==> src/rtl/fp16_pkg.sv <==
// ---------------------------------------------------------------------------
// fp16_pkg
// Shared definitions for the half-precision arithmetic datapaths.
//   EXP_LEN / MANT_LEN / GUARD_LEN / TAG_LEN : default field widths
//   MANT_W                                   : extended mantissa width
//   fp_beat_t                                : one intermediate result beat
//   stage_state_e                            : elastic stage occupancy state
// ---------------------------------------------------------------------------
package fp16_pkg;

    localparam int EXP_LEN   = 5;
    localparam int MANT_LEN  = 10;
    localparam int GUARD_LEN = 7;
    localparam int TAG_LEN   = 4;
    localparam int MANT_W    = MANT_LEN + GUARD_LEN;

    typedef struct packed {
        logic               sign;
        logic [EXP_LEN-1:0] exp;
        logic [MANT_W-1:0]  mant;
        logic [TAG_LEN-1:0] tag;
    } fp_beat_t;

    // The encoding equals the number of entries held, so occupancy is a
    // direct read of the state register.
    typedef enum logic [1:0] {
        EMPTY = 2'd0,
        HALF  = 2'd1,
        FULL  = 2'd2
    } stage_state_e;

endpackage

==> src/rtl/fp_pipe_stage_hs.sv <==
// ---------------------------------------------------------------------------
// fp_pipe_stage_hs
// Elastic valid/ready pipeline stage carrying one arithmetic intermediate
// (sign, exponent, extended mantissa, tag) per beat.
//   clk, rst_n          : clock, asynchronous active-low reset
//   flush               : synchronous discard of all held entries
//   in_valid / in_ready : upstream handshake
//   in_sign/exp/mant/tag: upstream beat
//   out_valid/out_ready : downstream handshake
//   out_sign/exp/mant/tag: main entry
//   occupancy           : entries held (0..2)
// SKID_EN=1 gives a two-entry skid buffer with in_ready driven purely from
// registered state; SKID_EN=0 gives a single register whose in_ready looks
// combinationally at out_ready.
// ---------------------------------------------------------------------------
module fp_pipe_stage_hs
    import fp16_pkg::*;
#(
    parameter int EXP_LEN   = fp16_pkg::EXP_LEN,
    parameter int MANT_LEN  = fp16_pkg::MANT_LEN,
    parameter int GUARD_LEN = fp16_pkg::GUARD_LEN,
    parameter int TAG_LEN   = fp16_pkg::TAG_LEN,
    parameter bit SKID_EN   = 1'b1
) (
    input  logic                          clk,
    input  logic                          rst_n,
    input  logic                          flush,
    input  logic                          in_valid,
    output logic                          in_ready,
    input  logic                          in_sign,
    input  logic [EXP_LEN-1:0]            in_exp,
    input  logic [MANT_LEN+GUARD_LEN-1:0] in_mant,
    input  logic [TAG_LEN-1:0]            in_tag,
    output logic                          out_valid,
    input  logic                          out_ready,
    output logic                          out_sign,
    output logic [EXP_LEN-1:0]            out_exp,
    output logic [MANT_LEN+GUARD_LEN-1:0] out_mant,
    output logic [TAG_LEN-1:0]            out_tag,
    output logic [1:0]                    occupancy
);

    // Same layout as fp_beat_t, but sized from this instance's parameters so
    // non-default widths are carried correctly.
    typedef struct packed {
        logic                          sign;
        logic [EXP_LEN-1:0]            exp;
        logic [MANT_LEN+GUARD_LEN-1:0] mant;
        logic [TAG_LEN-1:0]            tag;
    } beat_t;

    stage_state_e state_q, state_d;
    beat_t        main_q, main_d;
    beat_t        skid_q, skid_d;
    beat_t        in_beat;
    logic         in_fire;
    logic         out_fire;

    assign in_beat = '{sign: in_sign, exp: in_exp, mant: in_mant, tag: in_tag};

    // Handshake and next-state logic. Flush overrides every fire, so a beat
    // offered in the flush cycle is dropped even though in_ready may be high.
    always_comb begin
        state_d   = state_q;
        main_d    = main_q;
        skid_d    = skid_q;
        out_valid = (state_q != EMPTY);
        out_fire  = out_valid & out_ready;
        if (SKID_EN) begin
            in_ready = (state_q != FULL);
        end else begin
            in_ready = ~out_valid | out_ready;
        end
        in_fire = in_valid & in_ready;

        if (flush) begin
            state_d = EMPTY;
        end else if (SKID_EN) begin
            unique case (state_q)
                EMPTY: begin
                    if (in_fire) begin
                        main_d  = in_beat;
                        state_d = HALF;
                    end
                end
                HALF: begin
                    if (in_fire && out_fire) begin
                        main_d = in_beat;
                    end else if (in_fire) begin
                        // Downstream stalled: park the new beat behind main.
                        skid_d  = in_beat;
                        state_d = FULL;
                    end else if (out_fire) begin
                        state_d = EMPTY;
                    end
                end
                FULL: begin
                    if (out_fire) begin
                        main_d  = skid_q;
                        state_d = HALF;
                    end
                end
                default: state_d = EMPTY;
            endcase
        end else begin
            if (in_fire) begin
                main_d  = in_beat;
                state_d = HALF;
            end else if (out_fire) begin
                state_d = EMPTY;
            end
        end
    end

    // State and storage registers; reset clears both entries at full width.
    always_ff @(posedge clk or negedge rst_n) begin
        if (!rst_n) begin
            state_q <= EMPTY;
            main_q  <= '0;
            skid_q  <= '0;
        end else begin
            state_q <= state_d;
            main_q  <= main_d;
            skid_q  <= skid_d;
        end
    end

    assign out_sign  = main_q.sign;
    assign out_exp   = main_q.exp;
    assign out_mant  = main_q.mant;
    assign out_tag   = main_q.tag;
    assign occupancy = state_q;

endmodule

==> config.mk <==
export PLATFORM = sky130hd
export DESIGN_NAME = fp_pipe_stage_hs
export DESIGN_NICKNAME = d
export VERILOG_FILES = /design/src/rtl/fp16_pkg.sv /design/src/rtl/fp_pipe_stage_hs.sv
export SDC_FILE = /design/constraint.sdc
export NUM_CORES = 1
export LEC_CHECK = 0
export BUFFER_PORTS_ARGS = -buffer_cell sky130_fd_sc_hd__buf_2
export CORE_ASPECT_RATIO = 1.75
export CORE_MARGIN = 4
export CORE_UTILIZATION = 48
export CTS_CLUSTER_DIAMETER = 80
export CTS_CLUSTER_SIZE = 24
export DETAILED_ROUTE_END_ITERATION = 7
export PLACE_DENSITY = 0.83
export SLEW_MARGIN = 0
export SYNTH_ARGS = -nofsm -noshare
export SYNTH_HDL_FRONTEND = slang
export SYNTH_SLANG_ARGS = --single-unit
==> constraint.sdc <==
create_clock -name clk -period 1.61 [get_ports clk]
set_input_delay 0.161 -clock clk [delete_from_list [all_inputs] [get_ports clk]]
set_output_delay 0.161 -clock clk [all_outputs]
set_load 0.02 [all_outputs]
== After elaboration in Yosys (flattened, before gate mapping) ==
Cells that the tools add are included.

* Register bits after elaboration: 56
* Output and inout bits: 31
* Word-level logic and storage cells: 41
* Input port bits: 32

* Reduce and logical (&&, ||, !) cells: 7
* Bitwise gates (word level): 4
* Muxes and demuxes: 11
* Equal/unequal tests: 10

{| class="wikitable"
|+ Operators by type and width
! cell !! number
|-
| $mux 27 || 3
|-
| $pmux 27 s3 || 1
|-
| $mux 2 || 6
|-
| $ne 3x3->1 const B || 3
|-
| $ne 2x2->1 const B || 4
|-
| $reduce_and 4->1 || 2
|-
| $pmux 2 s3 || 1
|-
| $reduce_and 5->1 || 1
|-
| $ne 4x4->1 const B || 1
|-
| $reduce_bool 3->1 || 1
|-
| $and 1x1->1 || 2
|-
| $eq 2x1->1 const B || 1
|-
| $eq 2x2->1 const B || 1
|-
| $logic_not 2->1 || 1
|-
| $not 1->1 || 2
|-
| $reduce_bool 2->1 || 1
|-
| $logic_and 1x1->1 || 1
|}

== Depth between registers and ports, before layout ==
* Depth in word-level cells: 7
* Mapped depth: 5
* Gate-level depth less buffers: 4

== Least setup slack after synthesis ==
Ideal clock, no wire load.

* Path type: reg2reg
* Start: register state_q[1], in the netlist occupancy[1]
* End: register main_q, in the netlist out_exp[4]
* Library setup time: 125 ps
* Setup slack: -62 ps
* Path buffers: 2
* Data required time: 1485 ps
* Period minus slack after synthesis: 1672 ps
* Arrival: 1547 ps
* Cell stages (with the launch flop): 6
* Cells stage by stage: dfrtp_1 > nor2b_4 > buf_6 > buf_8 > mux2_4 > mux2_4

* Cells in the longest elaborated chain, start to end: 5
* Elaborated cells on any way between the ends: 14
* Classes of those cells: eq/ne: 6; mux: 1; bitwise: 2; reduce/logical: 5

{| class="wikitable"
|+ Ends and longest elaborated chain
! element !! line !! RTL
|-
| start, declared || fp_pipe_stage_hs.sv:52 || <nowiki>stage_state_e state_q, state_d;</nowiki>
|-
| start signal, assigned || fp_pipe_stage_hs.sv:122 || <nowiki>state_q <= state_d;</nowiki>
|-
| $ne 2x2->1 or $reduce_bool 2->1 (tied branches) || fp_pipe_stage_hs.sv:70, fp_pipe_stage_hs.sv:67 ||
|-
| $and 1x1->1 (on tied branches) || fp_pipe_stage_hs.sv:74, fp_pipe_stage_hs.sv:68 ||
|-
| $logic_and 1x1->1 || fp_pipe_stage_hs.sv:87 || <nowiki>if (in_fire && out_fire) begin</nowiki>
|-
| $ne 2x2->1 (no line) || - ||
|-
| $reduce_and 5->1 (no line) || - ||
|-
| end signal, assigned || fp_pipe_stage_hs.sv:123 || <nowiki>main_q <= main_d;</nowiki>
|-
| end, declared || fp_pipe_stage_hs.sv:53 || <nowiki>beat_t main_q, main_d;</nowiki>
|}

Several ways; a longest one is shown, not always the timed one.
A chain may end at the register's enable or synchronous reset.

== Final worst setup path ==
* Start: register state_q[1], in the netlist occupancy[1]
* End: register skid_q[13] (netlist name)

* Cells in the longest elaborated chain, start to end: 5
* Elaborated cells on any way between the ends: 8
* Classes of those cells: eq/ne: 2; bitwise: 3; reduce/logical: 3

{| class="wikitable"
|+ Ends and longest elaborated chain
! element !! line !! RTL
|-
| $ne 2x2->1 or $reduce_bool 2->1 (tied branches) || fp_pipe_stage_hs.sv:70, fp_pipe_stage_hs.sv:67 ||
|-
| $and 1x1->1 (on tied branches) || fp_pipe_stage_hs.sv:74, fp_pipe_stage_hs.sv:68 ||
|-
| $logic_and 1x1->1 || fp_pipe_stage_hs.sv:87 ||
|-
| $not 1->1 (no line) || - ||
|-
| $reduce_and 4->1 (no line) * || - ||
|-
| end signal, assigned || fp_pipe_stage_hs.sv:124 || <nowiki>skid_q <= skid_d;</nowiki>
|-
| end, declared || fp_pipe_stage_hs.sv:54 || <nowiki>beat_t skid_q, skid_d;</nowiki>
|}

Every way passes the cells marked *; elsewhere a longest branch is shown, timed or not.

==> results.sh <==
export IMPL_placed_cell_area_sq_mm=0.00307
export IMPL_yosys_area_top_type_share_pct=53.3
export IMPL_crit_arrival_ps=1840
export IMPL_relSlewSlack_pct=79.9
export IMPL_num_nets_final=272
export IMPL_die_w_um=63.9
export IMPL_maxCapViolations=0
export IMPL_path_max_fanout=8
export IMPL_synthDistinctLibCells=23
export IMPL_ios=63
export IMPL_hp_start="in_exp[0]"
export IMPL_finalCriticalPeriod_ps=1650
export IMPL_synth_net_count=193
export IMPL_hold_path_end="skid_q[21]"
export IMPL_syn_avg_cell_area_sq_um=16.3
export IMPL_min_path_type="in2reg"
export IMPL_grt_antenna_before_repair=0
export IMPL_synthToLayoutAreaGrowth_pct=27.6
export IMPL_syn_inst=161
export IMPL_drc=0
export IMPL_setup_viol=8
export IMPL_critical_path_class="reg2reg"
export IMPL_grt_max_degree=57
export IMPL_clockRootBuffer="clkbuf_8"
export IMPL_grt_pass1_vias=1724
export IMPL_portBuffers=62
export IMPL_tns_ps=-108
export IMPL_p_leak_nw=1.61
export IMPL_via_count=1585
export IMPL_use_met2_pct=28.3
export IMPL_cts_tree="done"
export IMPL_fp_coreArea_sq_mm=0.00530
export IMPL_violations="setup timing"
export IMPL_yosys_area_top_type="dfrtp_1"
export IMPL_grt_ovfl_total=0
export IMPL_vias_per_cell=5.03
export IMPL_fmax_mhz=607
export IMPL_clk_path_buf_depth=2
export IMPL_place_congestion=0.746
export IMPL_status="complete, but fails checks"
export IMPL_dieArea_sq_mm=0.00677
export IMPL_totalWireLength_um=5340
export IMPL_r2r_end="skid_q[13]"
export IMPL_clk_latency_ps=310
export IMPL_num_antenna_cells=0
export IMPL_firstDrtPassIters=4
export IMPL_wl_per_cell_um=17.0
export IMPL_end_kind="flop"
export IMPL_drt_iter0_markers=22
export IMPL_ff2ff_setup_slack_ps=-40
export IMPL_final_cell_area_sq_mm=0.00335
export IMPL_ant_nets=0
export IMPL_seq_area_frac_synth_pct=53.3
export IMPL_ys_warn_count=0
export IMPL_whs_ps=74.8
export IMPL_busiest_layer="met2"
export IMPL_drive_gt1_share_pct=68.0
export IMPL_numCtsBuffers=5
export IMPL_p_per_area_mw_per_mm2=1120
export IMPL_slew_violations=0
export IMPL_die_h_um=106
export IMPL_r2r_cells=5
export IMPL_hold_viol=0
export IMPL_cts_sinks=56
export IMPL_hpwlAfterDp_um=3620
export IMPL_finClkSkew_ps=11.7
export IMPL_path_clk_slew_ps=100
export IMPL_hold_depth=2
export IMPL_ir_worst_vdd_mv=0.709
export IMPL_grt_pass1_wl_um=8270
export IMPL_layout_setup_ws_ps=-37.5
export IMPL_ys_seq_elements=56
export IMPL_grt_use_met3_pct=2.85
export IMPL_cts_htree_levels=2
export IMPL_rows=35
export IMPL_netlist_area_sq_mm=0.00263
export IMPL_required_ps=1810
export IMPL_initial_core_util_pct=49.6
export IMPL_finalCritPeriodShare_pct=102
export IMPL_rsz0062_at_grt="true"
export IMPL_synth_top_cells_by_area="dfrtp_1, mux2_4, mux2_2, mux2_1, buf_8"
export IMPL_cp_start_kind="flop"
export IMPL_track_usage_pct=15.6
export IMPL_worst_pin_slew_ps=302
export IMPL_gr_usage_met1_pct=17.8
export IMPL_final_common_cell="buf_2"
export IMPL_layout_common_cells="buf_2, dfrtp_1, mux2_4"
export IMPL_r2r_start="occupancy[1]"
## routing by layer
layer | vias up | share of wire (%) | routed length [um]
li1 | 730 | - | -
met5 | - | 0 | 0
met3 | 7 | 3.8 | 202
met1 | 808 | 41 | 2180
met2 | 40 | 54 | 2880
met4 | 0 | 1.6 | 85
## critical path: stages, from the launching register on
cell	delay, ps
dfrtp_2	450
nor2b_4	150
nor3b_4	280
buf_4	170
clkbuf_16	140
mux2_1	340
## cells in the mapped netlist
cell type / number
mux2_2: 34
nor2_1: 2
buf_2: 1
nor2b_4: 1
nor3b_1: 1
buf_6: 3
nor2b_2: 1
or2_2: 1
dfrtp_1: 56
nand3b_1: 1
nand2_2: 1
nand2b_2: 1
inv_1: 1
buf_8: 3
mux2_4: 28
a21oi_1: 1
o21a_1: 1
mux2_1: 19
o22a_1: 1
buf_4: 1
a21o_1: 1
a21oi_4: 1
nand2_1: 1
## power breakdown
group / internal [mW] / leakage, nW / switching (mW)
clock: 0.349 / 0.0434 / 0.453
sequential: 1.74 / 0.673 / 0.183
combinational: 0.579 / 0.889 / 0.457
total: 2.67 / 1.61 / 1.09
## layout make-up
cell class / count / area (sq um)
Fill cell: 395 / 1940
Sequential cell: 56 / 1400
Multi-Input combinational cell: 96 / 1220
Timing Repair Buffer: 80 / 541
Tap cell: 74 / 92.6
Clock buffer: 6 / 82.6
Clock inverter: 2 / 15.0
Inverter: 1 / 3.75
## worst max-delay path by stage
| stage | startpoint | to | cells after the start |
|---|---|---|---|
| finish | occupancy[1] | skid_q[13] | 5 |
| global route | occupancy[1] | skid_q[13] | 5 |
| CTS | occupancy[1] | skid_q[25] | 4 |
| detailed placement | occupancy[1] | skid_q[2] | 4 |
| global placement | occupancy[1] | skid_q[24] | 4 |
| floorplan | occupancy[0] | out_exp[0] | 4 |
## flip-flops by register name, indices dropped and copies added (netlist names)
signal     flops
skid_q        27
out_mant      17
out_exp        5
out_tag        4
occupancy      2
out_sign       1
## cell families (layout without fill, tap and decap cells)
| logic type | count (synthesis) | in the layout | synth area share (%) |
|---|---|---|---|
| multiplexers | 81 | 81 | 38.7 |
| flip-flops | 56 | 56 | 53.3 |
| AND/OR/NAND/NOR | 10 | 10 | 2.67 |
| buffers and inverters | 9 | 89 | 3.62 |
| AO/OA/AOI/OAI | 5 | 5 | 1.71 |
## per-stage QoR
step / std cells / setup slack [ps] / total power [mW] / util (%)
after global routing: 315 / -89.8 / 3.95 / 63.3
after CTS: 308 / -10.7 / 3.70 / 60.1
after floorplan: 161 / -11.8 / 2.55 / -
after detailed placement: 299 / -3.49 / 2.90 / 58.0
after global placement: 299 / 36.4 / 2.84 / 58.0
final: 315 / -37.5 / 3.76 / 63.3
## timing repair
| item | 4_1_cts | 5_1_grt |
|---|---|---|
| hold endpoints to repair | 56 | 0 |
| resized for setup | 1 | 26 |
| hold buffers | 1 | 0 |
| setup endpoints to repair | 11 | 35 |
| buffers inserted | 0 | 5 |
| gates cloned | 0 | 2 |
Power figures use the tool's default switching activity.
